$ cat config.mk
export PLATFORM = sky130hd
export DESIGN_NAME = cv32e40x_instr_realigner
export DESIGN_NICKNAME = d
export VERILOG_FILES = /design/src/rtl/cv32e40x_pkg.sv /design/src/rtl/cv32e40x_instr_realigner.sv
export SDC_FILE = /design/constraint.sdc
export NUM_CORES = 1
export LEC_CHECK = 0
export ABC_AREA = 1
export BUFFER_PORTS_ARGS = -buffer_cell sky130_fd_sc_hd__buf_2
export CAP_MARGIN = 25
export CORE_ASPECT_RATIO = 1.25
export CORE_MARGIN = 5
export CORE_UTILIZATION = 56
export DETAILED_ROUTE_END_ITERATION = 10
export PLACE_DENSITY_LB_ADDON = 0.05
export REMOVE_ABC_BUFFERS = 1
export SYNTH_ARGS = -nofsm -noshare
export SYNTH_HDL_FRONTEND = slang
export SYNTH_SLANG_ARGS = --single-unit
$ cat constraint.sdc
create_clock -name clk -period 4.3 [get_ports clk]
set_clock_uncertainty 0.2 [all_clocks]
set_input_delay 0.43 -clock clk [delete_from_list [all_inputs] [get_ports clk]]
set_output_delay 0.43 -clock clk [all_outputs]
set_load 0.05 [all_outputs]
$ cat src/rtl/cv32e40x_pkg.sv
// rtl/cv32e40x_pkg.sv - shared types and constants for the instruction realigner
package cv32e40x_pkg;

  typedef enum logic [1:0] {
    WAIT_FLUSH = 2'd0,
    ALIGNED    = 2'd1,
    RESIDUAL   = 2'd2,
    SKIP_HALF  = 2'd3
  } realign_state_e;

  localparam int unsigned PC_INC_C = 2;
  localparam int unsigned PC_INC_W = 4;

  function automatic logic is_compressed(input logic [15:0] hw);
    return hw[1:0] != 2'b11;
  endfunction

endpackage

$ cat src/rtl/cv32e40x_instr_realigner.sv
// rtl/cv32e40x_instr_realigner.sv - splits word-aligned fetch data into 16/32-bit instructions
// Holds the upper halfword of the last fetched word so straddling 32-bit instructions can be rebuilt.
module cv32e40x_instr_realigner
  import cv32e40x_pkg::*;
#(
  parameter int ADDR_WIDTH = 32
) (
  input  logic                  clk,
  input  logic                  rst,
  input  logic                  flush_i,
  input  logic [ADDR_WIDTH-1:0] flush_addr_i,
  input  logic                  fetch_valid_i,
  output logic                  fetch_ready_o,
  input  logic [31:0]           fetch_rdata_i,
  input  logic                  fetch_err_i,
  output logic                  out_valid_o,
  input  logic                  out_ready_i,
  output logic [31:0]           out_rdata_o,
  output logic                  out_err_o,
  output logic [ADDR_WIDTH-1:0] out_addr_o,
  output logic                  out_is_compressed_o
);

  realign_state_e        state_q, state_d;
  logic [15:0]           resid_q, resid_d;
  logic                  resid_err_q, resid_err_d;
  logic [ADDR_WIDTH-1:0] pc_q, pc_d;

  logic        fetch_ready;
  logic        out_valid;
  logic [31:0] out_rdata;
  logic        out_err;
  logic        out_c;

  always_comb begin
    state_d     = state_q;
    resid_d     = resid_q;
    resid_err_d = resid_err_q;
    pc_d        = pc_q;
    fetch_ready = 1'b0;
    out_valid   = 1'b0;
    out_rdata   = 32'h0;
    out_err     = 1'b0;
    out_c       = 1'b0;

    case (state_q)
      SKIP_HALF: begin
        fetch_ready = 1'b1;
        if (fetch_valid_i) begin
          resid_d     = fetch_rdata_i[31:16];
          resid_err_d = fetch_err_i;
          state_d     = RESIDUAL;
        end
      end
      ALIGNED: begin
        out_valid   = fetch_valid_i;
        fetch_ready = out_ready_i;
        out_err     = fetch_err_i;
        if (is_compressed(fetch_rdata_i[15:0])) begin
          out_rdata = {16'h0, fetch_rdata_i[15:0]};
          out_c     = 1'b1;
          if (fetch_valid_i && out_ready_i) begin
            resid_d     = fetch_rdata_i[31:16];
            resid_err_d = fetch_err_i;
            state_d     = RESIDUAL;
            pc_d        = pc_q + ADDR_WIDTH'(PC_INC_C);
          end
        end else begin
          out_rdata = fetch_rdata_i;
          if (fetch_valid_i && out_ready_i) begin
            pc_d = pc_q + ADDR_WIDTH'(PC_INC_W);
          end
        end
      end
      RESIDUAL: begin
        if (is_compressed(resid_q)) begin
          // Residual compressed instruction drains without consuming a fetch word.
          out_rdata = {16'h0, resid_q};
          out_err   = resid_err_q;
          out_valid = 1'b1;
          out_c     = 1'b1;
          if (out_ready_i) begin
            pc_d    = pc_q + ADDR_WIDTH'(PC_INC_C);
            state_d = ALIGNED;
          end
        end else begin
          out_rdata   = {fetch_rdata_i[15:0], resid_q};
          out_err     = resid_err_q | fetch_err_i;
          out_valid   = fetch_valid_i;
          fetch_ready = out_ready_i;
          if (fetch_valid_i && out_ready_i) begin
            resid_d     = fetch_rdata_i[31:16];
            resid_err_d = fetch_err_i;
            pc_d        = pc_q + ADDR_WIDTH'(PC_INC_W);
          end
        end
      end
      default: ;
    endcase

    // A faulting instruction parks the block until the controller redirects it.
    if (out_valid && out_ready_i && out_err) begin
      state_d = WAIT_FLUSH;
    end

    if (flush_i) begin
      fetch_ready = 1'b0;
      out_valid   = 1'b0;
      pc_d        = flush_addr_i & ~ADDR_WIDTH'(1);
      resid_err_d = 1'b0;
      state_d     = flush_addr_i[1] ? SKIP_HALF : ALIGNED;
    end
  end

  always_ff @(posedge clk) begin
    if (rst) begin
      state_q     <= WAIT_FLUSH;
      resid_q     <= 16'h0;
      resid_err_q <= 1'b0;
      pc_q        <= '0;
    end else begin
      state_q     <= state_d;
      resid_q     <= resid_d;
      resid_err_q <= resid_err_d;
      pc_q        <= pc_d;
    end
  end

  always_comb begin
    fetch_ready_o       = rst ? 1'b0 : fetch_ready;
    out_valid_o         = rst ? 1'b0 : out_valid;
    out_rdata_o         = rst ? 32'h0 : out_rdata;
    out_err_o           = rst ? 1'b0 : out_err;
    out_addr_o          = rst ? '0 : pc_q;
    out_is_compressed_o = rst ? 1'b0 : out_c;
  end

endmodule
[Word-level counts from Yosys, hierarchy flattened]
Cells that the tools add are included.
Operators by class
  add/subtract/negate cells: 2
  eq/ne operators: 17
  muxes and demuxes: 46
  bitwise operators: 1
  reduce and logical (&&, ||, !) cells: 12
Operators with widths (count)
  32-bit 2-to-1 mux: 10
  32-bit case mux with 2 select lines: 2
  16-bit 2-to-1 mux: 4
  16-bit case mux with 3 select lines: 1
  32-bit by 2-bit adder with 32-bit output (second input constant): 1
  32-bit by 3-bit adder with 32-bit output (second input constant): 1
  4-bit inequality test (second input constant): 7
  2-bit 2-to-1 mux: 8
  1-bit 2-to-1 mux: 15
  2-bit inequality test (second input constant): 5
  3-bit inequality test (second input constant): 2
  1-bit case mux with 2 select lines: 3
  1-bit case mux with 3 select lines: 2
  2-bit case mux with 3 select lines: 1
  3-bit AND reduction: 2
  6-bit AND reduction: 1
  3-bit nonzero test: 2
  5-bit nonzero test: 1
  2-bit equality test (second input constant): 2
  4-bit AND reduction: 1
  1-bit logical AND: 3
  2-bit by 1-bit equality test with 1-bit output (second input constant): 1
  2-bit nonzero test: 1
  2-bit OR reduction: 1
  1-bit bitwise OR: 1
Word-level totals
  register bits: 51
  input port bits: 70
  output and inout bits: 68
  logic and storage cells: 83

[Longest topological paths before layout]
Gate-level depths: netlist of the first run.
  depth in word-level cells: 7
  depth in mapped cells: 14
  depth with buffers taken out: 13

[Worst setup path before layout of the first run]
No wires, ideal clock.
  path type: register to output
  start: register state_q[0]
  end: output port out_rdata_o[10]
  data arrival time: 2097 ps
  required time: 3670 ps
  setup slack: 1573 ps
  stages on the path, launching flop included: 8
  path buffers: 3
  path through: dfxtp_1 -> inv_1 -> ha_1 -> buf_6 -> clkbuf_1 -> clkbuf_1 -> nand2_1 -> a21oi_1
On the way
  longest elaborated chain between the ends: 3
  elaborated cells on any way between the ends: 4
  classes of those cells: eq/ne (2); mux (2)
Ends and longest elaborated chain
  start: declaration: line cv32e40x_instr_realigner.sv:24  | realign_state_e state_q, state_d;
  start signal: assignment: line cv32e40x_instr_realigner.sv:122  | state_q <= state_d;
  2-bit equality test or 2-bit by 1-bit equality test with 1-bit output (tied branches): line cv32e40x_instr_realigner.sv:46  | case (state_q)
  32-bit case mux with 2 select lines *: line cv32e40x_instr_realigner.sv:46
  32-bit 2-to-1 mux *: line cv32e40x_instr_realigner.sv:132  | out_rdata_o = rst ? 32'h0 : out_rdata;
  end: declaration: line cv32e40x_instr_realigner.sv:18  | output logic [31:0] out_rdata_o,
Mark *: on every way between the ends. The rest lies on a longest branch, timed or not.

[Worst setup path in the final report of the first run]
  start: register state_q[1]
  end: output port out_rdata_o[23]
Same word-level chain as after synthesis.

==> summary.md, run 1 <==
| Metric | Value |
|---|---|
| Total negative slack | `0 ns` |
| Share of layout cells above drive strength 1 | `21.0%` |
| Crit end category | `primary output` |
| Total chip power | `0.00193 W` |
| Average wire per standard cell | `14.7 um` |
| 1st-iter DRT viols | `304` |
| Max Freq | `0.305 GHz` |
| Max-cap violations | `0` |
| Starting Density | `58.2%` |
| Routed vias | `5084` |
| Die area | `0.00911 mm2` |
| CTS Hold Bufs | `0` |
| Die H | `105 um` |
| RSZ-0062 raised after global routing | `false` |
| Max IR drop VDD | `0.000252 V` |
| Final Hold Fails | `0` |
| Worst Hold Depth | `3` |
| Worst-skew pair later-pin latency | `0.32 ns` |
| Post-DP HPWL | `10200 um` |
| R2R depth | `11` |
| Ant diodes | `0` |
| Largest net degree at the start of global routing | `47` |
| WP data arrival | `2.65 ns` |
| Initial antenna violation count | `0` |
| Most frequent cells in the layout | `nand2_1, nor2_1, buf_2` |
| Synth Flop Type | `dfxtp_1` |
| DRC Markers | `0` |
| Worst relative slew slack | `39.2%` |
| Vias in the first global route | `4868` |
| CP cell instances | `inv_1 -> ha_1 -> inv_1 -> nor2_4 -> a22oi_1 -> nor2_1 -> buf_2` |
| Startpoint Class | `flip-flop` |
| Gpl congestion | `0.980` |
| First-pass GRT wire length | `21700 um` |
| GR Util All Layers | `28.8%` |
| Slew @ Worst Pin | `0.911 ns` |
| Worst endpoint required time | `3.67 ns` |
| Post-CTS Resized | `0` |
| FP Rows | `34` |
| Number of synthesized flops with an enable pin | `0` |
| Synth Cell Area | `0.00409 mm2` |
| Final worst path period need | `3.28 ns` |
| Routed WL | `13500 um` |
| Levels on crit path | `7` |
| IO Pins | `138` |
| Synth cell types | `44` |
| Router iterations before antenna repair | `8` |
| Slowest stage delay, CP | `0.66 ns` |
| Leading cell type in the layout, fill and taps excluded | `nand2_1` |
| Critical-path top delay cell | `ha_1` |
| Clk pin slew, worst setup/hold paths | `0.10 ns` |
| #FFs+latches synth | `50` |
| Fill count | `656` |
| CTS Buf Count | `5` |
| Final nets | `904` |
| Final Setup Violations | `0` |
| Status | `complete, no violations` |
| Multi-input logic area | `0.00266 mm2` |
| Via density | `5.54` |
| Hold Path Class | `in -> reg` |
| CTS sink cnt | `50` |
| Port Buffers | `135` |
| Period utilisation layout | `76.2%` |
| Leakage power figure | `2.36 nW` |
| Grt total ovfl | `0` |
| Register area | `0.00100 mm2` |
| Bufs on Longest Clock Path | `2` |
| Ys async rst share | `0%` |
| Area Growth Syn to Fin | `19.0%` |
| CP Max Fanout | `21` |
| Setup bufs post-CTS | `0` |
| Setup Crit Path Kind | `reg -> out` |
| Crit path top cell by count | `inv_1` |
| PwrDens | `397 mW/mm2` |
| Root buffer cell | `clkbuf_8` |
| CTS tree | `built` |
| Synthesized instance count | `711` |
| Register area share after synthesis | `24.5%` |
| Die Wd | `86.4 um` |
| CORE AREA | `0.00702 mm2` |
| WP buf/inv | `3` |
| Final count of pins violating max slew | `0` |
| Syn_area_per_cell | `5.75 um2` |
| Synth warn | `0` |
| Routed Antenna Nets | `0` |
| H-tree Lvls | `2` |
| Largest delay contributor family on the critical path | `adder cells` |
-- area by class of cell --
class	count	area share [%]
flip-flops and latches	50	20.6
clock inverters	1	0.618
well taps	90	2.32
clock buffers	6	1.70
inverters	74	5.74
multi-input cells	558	54.7
repair buffers	138	14.4
-- worst min-delay path, cell delays in order --
cell      delay [ns]
buf_2           0.07
o211ai_1        0.07
nand2_1         0.06
-- worst paths after layout --
path	startpoint	end	slack, ns
worst min register to register	resid_q[14]	resid_q[14]	0.29
worst max register to register	state_q[0]	pc_q[30]	1.46
worst max-delay path	state_q[1]	out_rdata_o[23]	1.02
worst min-delay path	flush_addr_i[5]	pc_q[5]	0.14
-- registers in the layout, indices dropped and copies added (netlist names) --
register	cells
pc_q	31
resid_q	16
state_q	2
resid_err_q	1
-- per-layer routing --
metal	GRT usage, %	vias to the layer above	wire length [um]
met4	13.3	0	395
met5	0	-	0
met1	31.8	2313	5210
met3	5.07	33	1020
li1	-	2519	-
met2	52.6	219	6840
-- where the power goes --
part | internal [W] | switching (W)
Combinational | 0.000251 | 0.000655
Sequential | 0.000573 | 0.0000980
Clock | 0.000187 | 0.000167
-- synth_stat cells (3+ instances only) --
| cell type | n | area (um2) |
|---|---|---|
| o21ai_1 | 6 | 30.0 |
| nand4_1 | 11 | 68.8 |
| ha_1 | 7 | 87.6 |
| a22oi_1 | 15 | 113 |
| nand2_1 | 189 | 709 |
| buf_2 | 6 | 30.0 |
| nor2_1 | 149 | 559 |
| a21oi_1 | 45 | 225 |
| inv_1 | 67 | 251 |
| clkbuf_1 | 17 | 63.8 |
| o21ai_0 | 43 | 215 |
| xor2_1 | 7 | 61.3 |
| nor2_4 | 3 | 33.8 |
| nand3_1 | 33 | 165 |
| inv_2 | 5 | 18.8 |
| nand2_4 | 4 | 45.0 |
| o22ai_1 | 8 | 50.1 |
| dfxtp_1 | 50 | 1000 |
| nor3_1 | 7 | 35.0 |
| o211ai_1 | 4 | 30.0 |
| nand2_2 | 5 | 31.3 |
-- metrics by stage --
step	worst slack [ns]	hold slack, ns	util (%)	cell area [um2]	instances
detailed placement	1.39	0.273	67.7	4750	910
finish	1.02	0.142	69.3	4860	917
floorplan	1.36	0.255	-	3940	682
global placement	1.45	0.264	67.7	4750	910
CTS	1.04	0.147	69.3	4860	917
global route	0.870	0.147	69.3	4860	917
-- cells by family (layout without fill, tap and decap cells) --
logic type      after synthesis  after routing  synth area share [%]
fa+ha+maj                     7              7                  2.14
flops                        50             50                  24.5
compound gates              129            129                  18.0
buf+inv                     103            219                  10.4
xor+xnor                      8              8                  1.72
other cells                   1              1                0.0918
simple gates                413            413                  43.1
No activity file was read; power rests on OpenSTA's default activity.
==> inputs of run 2 (changes only) <==
- ABC_AREA: 1 -> 0
- CORE_UTILIZATION: 56 -> 45
- clock period: 4.3 -> 2.8 ns (I/O delays scaled with it)
==> summary.md, run 2 <==
| Metric | Value |
|---|---|
| Status | `complete, no violations` |
| Synth cell types | `59 (+34%)` |
| Worst relative slew slack | `63.9% (+25 points)` |
| #FFs+latches synth | `50 (unchanged)` |
| Number of flip-flops under the largest register name | `31 (unchanged)` |
| Inst Count DP | `676 (-26%)` |
| Largest delay contributor family on the critical path | `buffers and inverters` |
| Initial antenna violation count | `0 (unchanged)` |
| CTS sink cnt | `50 (unchanged)` |
| RSZ-0062 raised after global routing | `false` |
| Max Freq | `0.376 GHz` |
| GR Util All Layers | `20.4% (-8.5 points)` |
| FP Rows | `36 (+5.9%)` |
| Most frequent cells in the layout | `buf_2, nor2_1, dfxtp_1` |
| Synth warn | `0 (unchanged)` |
| Die area | `0.00983 mm2 (+7.9%)` |
| Root buffer cell | `clkbuf_8` |
| R2R depth | `8 (-3)` |
| CP Max Fanout | `22 (+4.8%)` |
| CTS Hold Bufs | `0 (unchanged)` |
| Synth area leader | `dfxtp_1` |
| Area Growth Syn to Fin | `24.8%` |
| Slew @ Worst Pin | `0.539 ns (-0.372 ns)` |
| Ys async rst share | `0% (unchanged)` |
| Post-route cell area | `0.00446 mm2 (-8.3%)` |
| Number of synthesized flops with an enable pin | `0 (unchanged)` |
| Final instance count without filler cells | `686 (-25%)` |
| Final Setup Violations | `0 (unchanged)` |
| M1 WL | `4390 um (-16%)` |
| Max-cap violations | `0 (unchanged)` |
| Gpl congestion | `0.909 (-7.2%)` |
| Hold_ws | `0.0112 ns (-0.131 ns)` |
| Bufs on Longest Clock Path | `2 (unchanged)` |
| Largest net degree at the start of global routing | `49 (+4.3%)` |
| First-pass GRT wire length | `17300 um (-20%)` |
| DRC Markers | `0 (unchanged)` |
| CP cell instances | `inv_1 -> ha_1 -> buf_4 -> and3_1 -> buf_4 -> a22oi_1 -> nor2_1 -> buf_2` |
| Final nets | `667 (-26%)` |
| Ant diodes | `0 (unchanged)` |
| Max IR drop VDD | `0.000270 V (+7.2%)` |
| Hold Path Class | `in -> reg` |
| Synthesized instance count | `468 (-34%)` |
| Synth top cells by count | `nor2_1, dfxtp_1, a22oi_1` |
| Worst-skew pair later-pin latency | `0.30 ns (-0.02 ns)` |
| Die H | `110 um (+3.9%)` |
| Slowest stage delay, CP | `0.35 ns (-0.31 ns)` |
| Leakage power figure | `1.95 nW (-18%)` |
| Average wire per standard cell | `15.1 um (+2.7%)` |
| Via density | `5.70 (+2.8%)` |
| Clk pin slew, worst setup/hold paths | `0.09 ns (about the same)` |
| PwrDens | `435 mW/mm2 (+9.4%)` |
| Final Hold Fails | `0 (unchanged)` |
| Grt total ovfl | `0 (unchanged)` |
| Register area share after synthesis | `28.0% (+3.5 points)` |
| Die Wd | `89.7 um (+3.8%)` |
| Crit end category | `primary output` |
| Worst Hold Depth | `2 (-1)` |
| Final count of pins violating max slew | `0 (unchanged)` |
| Largest registers | `pc_q x31, resid_q x16, state_q x2` |
| H-tree Lvls | `2 (unchanged)` |
| Share of layout cells above drive strength 1 | `29.3% (+8.2 points)` |
| CTS Buf Count | `5 (unchanged)` |
| Routed WL | `10300 um (-23%)` |
| Total negative slack | `0 ns (unchanged)` |
| Met2 WL | `5210 um (-24%)` |
| WP buf/inv | `4 (+1)` |
| Router iterations before antenna repair | `5 (-3)` |
| Starting Density | `45.9% (-12 points)` |
| Period utilisation layout | `95.1%` |
| Leading cell type in the layout, fill and taps excluded | `buf_2` |
| Synth Cell Area | `0.00357 mm2 (-13%)` |
| Port Buffers | `135 (unchanged)` |
| Metal3 WL | `621 um (-39%)` |
| Dpl cell area | `0.00433 mm2 (-8.8%)` |
| Most common cell in the synthesized netlist | `nor2_1` |
| 1st-iter DRT viols | `164 (-46%)` |
| Final worst path period need | `2.66 ns` |
| Worst endpoint required time | `2.32 ns (-1.35 ns)` |
| Crit path top cell by count | `buf_4` |
| IO Pins | `138 (unchanged)` |
| Routed Antenna Nets | `0 (unchanged)` |
| WP data arrival | `2.18 ns (-0.47 ns)` |
| Synth Flop Type | `dfxtp_1` |
| Routed vias | `3911 (-23%)` |
| Levels on crit path | `8 (+1)` |
| Post-synth top area share | `28.0% (+3.5 points)` |
| Critical-path top delay cell | `dfxtp_2` |
| Top cells by area, synth | `dfxtp_1, nor2_1, a22oi_1` |
| Startpoint Class | `flip-flop` |
| Vias in the first global route | `3782 (-22%)` |
| Setup Crit Path Kind | `reg -> out` |
| Top sig layer | `met4` |
| CORE AREA | `0.00779 mm2 (+11%)` |
| Post-DP HPWL | `7670 um (-25%)` |
| Syn_area_per_cell | `7.64 um2 (+33%)` |
| Most flops, register | `pc_q` |
| CTS tree | `built` |
==> run 2: repair_timing <==
action / in CTS / in global routing
setup buffers: 0 / 2
gates resized for setup: 0 / 7
endpoints found under the setup margin: 0 / 36
==> run 2: per-layer routing <==
metal | track usage [%] | vias to the layer above
li1 | - | 1975
met1 | 23.9 | 1811
met2 | 37.6 | 115
met3 | 4.45 | 10
met4 | 5.08 | 0
met5 | 0 | -
==> run 2: final timing paths <==
kind                            slack, ns         endpoint              from
worst max register to register       0.20         pc_q[27]        state_q[0]
worst min-delay path                 0.01         pc_q[21]  flush_addr_i[21]
worst min register to register       0.30       resid_q[7]        resid_q[7]
worst max-delay path                 0.14  out_rdata_o[20]        state_q[1]
==> run 2: cell type report <==
type / instances / area, um2
fill: 756 / 3330
multi-input combinational: 366 / 2370
sequential: 50 / 1000
timing repair buffer: 155 / 833
tap: 95 / 119
clock buffer: 7 / 86.3
inverter: 12 / 45.0
clock inverter: 1 / 5.00
==> run 2: where the power goes <==
part	internal (W)	switching, W
Combinational	0.000245	0.000412
Sequential	0.000776	0.0000642
Clock	0.000200	0.000240
Total	0.00122	0.000716
==> run 2: cell families (layout without fill, tap and decap cells) <==
| family | count (synthesis) | count (layout) | share of synthesized area, % |
|---|---|---|---|
| flops | 50 | 50 | 28.0 |
| buf+inv | 52 | 175 | 6.02 |
| other cells | 1 | 1 | 0.105 |
| mux | 21 | 21 | 5.88 |
| xor+xnor | 4 | 4 | 0.981 |
| fa+ha+maj | 7 | 7 | 2.45 |
| simple gates | 208 | 208 | 29.6 |
| compound gates | 125 | 125 | 27.0 |
==> run 2: metrics by stage <==
step,util (%),power [W],setup slack (ns)
final,57.2,0.00194,0.138
after global routing,57.2,0.00206,0.00351
after CTS,56.8,0.00195,0.00271
after detailed placement,55.6,0.00151,0.0639
after global placement,55.6,0.00150,0.156
after floorplan,-,0.00129,-0.594
==> inputs of run 3 (changes only) <==
- GPL_TIMING_DRIVEN: not set -> 0
==> summary.md, run 3 (same netlist as run 2, synthesis figures left out) <==
| Metric | Value |
|---|---|
| Status | `complete, no violations` |
| Leakage power figure | `1.95 nW (+0.29%)` |
| Port Buffers | `135 (unchanged)` |
| IO Pins | `138 (unchanged)` |
| Final Hold Fails | `0 (unchanged)` |
| DRC Markers | `0 (unchanged)` |
| Bufs on Longest Clock Path | `2 (unchanged)` |
| CP startpoint | `state_q[0]` |
| R2R depth | `9 (+1)` |
| Setup Crit Path Kind | `reg -> reg` |
| Most flops, register | `pc_q` |
| Max-cap violations | `0 (unchanged)` |
| Worst relative slew slack | `51.3% (-13 points)` |
| End point of the critical path | `pc_q[25]` |
| Root buffer cell | `clkbuf_8` |
| Grt total ovfl | `0 (unchanged)` |
| Router iterations before antenna repair | `5 (unchanged)` |
| Die Wd | `89.7 um (unchanged)` |
| Vias in the first global route | `3721 (-1.6%)` |
| Slew @ Worst Pin | `0.730 ns (+0.191 ns)` |
| Reg-to-reg endpoint | `pc_q[25]` |
| CTS Hold Bufs | `0 (unchanged)` |
| Clk pin slew, worst setup/hold paths | `0.09 ns (about the same)` |
| CP Max Fanout | `24 (+9.1%)` |
| Routed Antenna Nets | `0 (unchanged)` |
| Final Setup Violations | `0 (unchanged)` |
| First-pass GRT wire length | `17400 um (+0.88%)` |
| PwrDens | `432 mW/mm2 (-0.47%)` |
| Final worst path period need | `2.70 ns (+0.0328 ns)` |
| Ant diodes | `0 (unchanged)` |
| Max Freq | `0.371 GHz (-1.2%)` |
| Max IR drop VDD | `0.000229 V (-15%)` |
| Area Growth Syn to Fin | `28.4%` |
| Fin worst setup slack | `0.105 ns (-0.0328 ns)` |
| Share of layout cells above drive strength 1 | `30.9% (+1.6 points)` |
| Routed vias | `3913 (+0.051%)` |
| Most frequent cells in the layout | `buf_2, nor2_1, dfxtp_1` |
| 1st-iter DRT viols | `168 (+2.4%)` |
| Number of flip-flops under the largest register name | `31 (unchanged)` |
| CTS tree | `built` |
| Period utilisation layout | `96.3% (+1.2 points)` |
| CTS sink cnt | `50 (unchanged)` |
| CORE AREA | `0.00779 mm2 (unchanged)` |
| Die area | `0.00983 mm2 (unchanged)` |
| Post-DP HPWL | `7570 um (-1.4%)` |
| Largest registers | `pc_q x31, resid_q x16, state_q x2` |
| GR Util All Layers | `20.8% (+0.43 points)` |
| Final count of pins violating max slew | `0 (unchanged)` |
| Total chip power | `0.00198 W (+2.4%)` |
| CTS Buf Count | `5 (unchanged)` |
| Dpl ws | `-0.896 ns (-0.960 ns)` |
| Worst-skew pair later-pin latency | `0.30 ns (about the same)` |
| Starting Density | `45.9% (unchanged)` |
| Final instance count without filler cells | `681 (-0.73%)` |
| Average wire per standard cell | `15.5 um (+2.9%)` |
| Startpoint Class | `flip-flop` |
| Total negative slack | `0 ns (unchanged)` |
| Leading cell type in the layout, fill and taps excluded | `buf_2` |
| Initial antenna violation count | `0 (unchanged)` |
| FP Rows | `36 (unchanged)` |
| Hold Path Class | `in -> reg` |
| FF-to-FF Start | `state_q[0]` |
| Reg-to-reg setup timing slack | `0.10 ns (-0.10 ns)` |
| Largest net degree at the start of global routing | `54 (+10%)` |
| Inst Count DP | `662 (-2.1%)` |
| Final nets | `662 (-0.75%)` |
| WP data arrival | `2.72 ns (+0.54 ns)` |
| Worst endpoint required time | `2.82 ns (+0.50 ns)` |
| Routed WL | `10600 um (+2.1%)` |
| Gpl congestion | `0.877 (-3.5%)` |
| H-tree Lvls | `2 (unchanged)` |
| Via density | `5.75 (+0.79%)` |
| Final core occ | `58.9% (+1.7 points)` |
| Die H | `110 um (unchanged)` |
| Crit end category | `flip-flop` |
run 3: report_power, final:
part           internal (W)  total (W)  switching (W)
Combinational      0.000266   0.000702       0.000436
Sequential         0.000777   0.000843      0.0000662
Clock              0.000200   0.000440       0.000240
run 3: worst min-delay path by stage:
stage / startpoint / to / slack [ns] / depth (start not counted)
floorplan: rst / pc_q[10] / 0.15 / 1
global placement: resid_q[14] / resid_q[14] / 0.27 / 2
detailed placement: resid_q[6] / resid_q[6] / 0.29 / 2
CTS: fetch_rdata_i[19] / resid_q[3] / 0.02 / 3
global route: flush_addr_i[10] / pc_q[10] / 0.03 / 3
finish: flush_addr_i[21] / pc_q[21] / 0.03 / 2
run 3: metal layers:
layer / GRT usage, % / wire length, um
met2: 38.0 / 5300
met5: 0 / 0
met1: 24.7 / 4510
met3: 5.07 / 672
met4: 4.64 / 82
run 3: critical path, stage by stage (launching register included):
cell,delay (ns)
dfxtp_4,0.39
inv_1,0.08
ha_4,0.18
buf_16,0.16
nand3b_4,0.22
a211oi_4,0.30
o211ai_1,0.12
buf_4,0.20
or4_1,0.52
a311oi_2,0.24
run 3: metrics by stage:
step	area (um2)	hold WS [ns]
floorplan	3400	0.152
global placement	4200	0.274
detailed placement	4280	0.286
CTS	4510	0.0248
global route	4590	0.0336
finish	4590	0.0284
run 3: final cells by class:
type                       count  area (um2)
multi-input combinational    366        2490
tap                           95         119
inverter                      12        45.0
sequential                    50        1010
clock inverter                 1        5.00
fill                         755        3200
clock buffer                   7        86.3
timing repair buffer         150         837
run 3: what timing repair did:
item,in CTS,in global routing
setup buffers,7,4
pin swaps,5,6
resized for setup,17,9
endpoints found under the setup margin,83,64
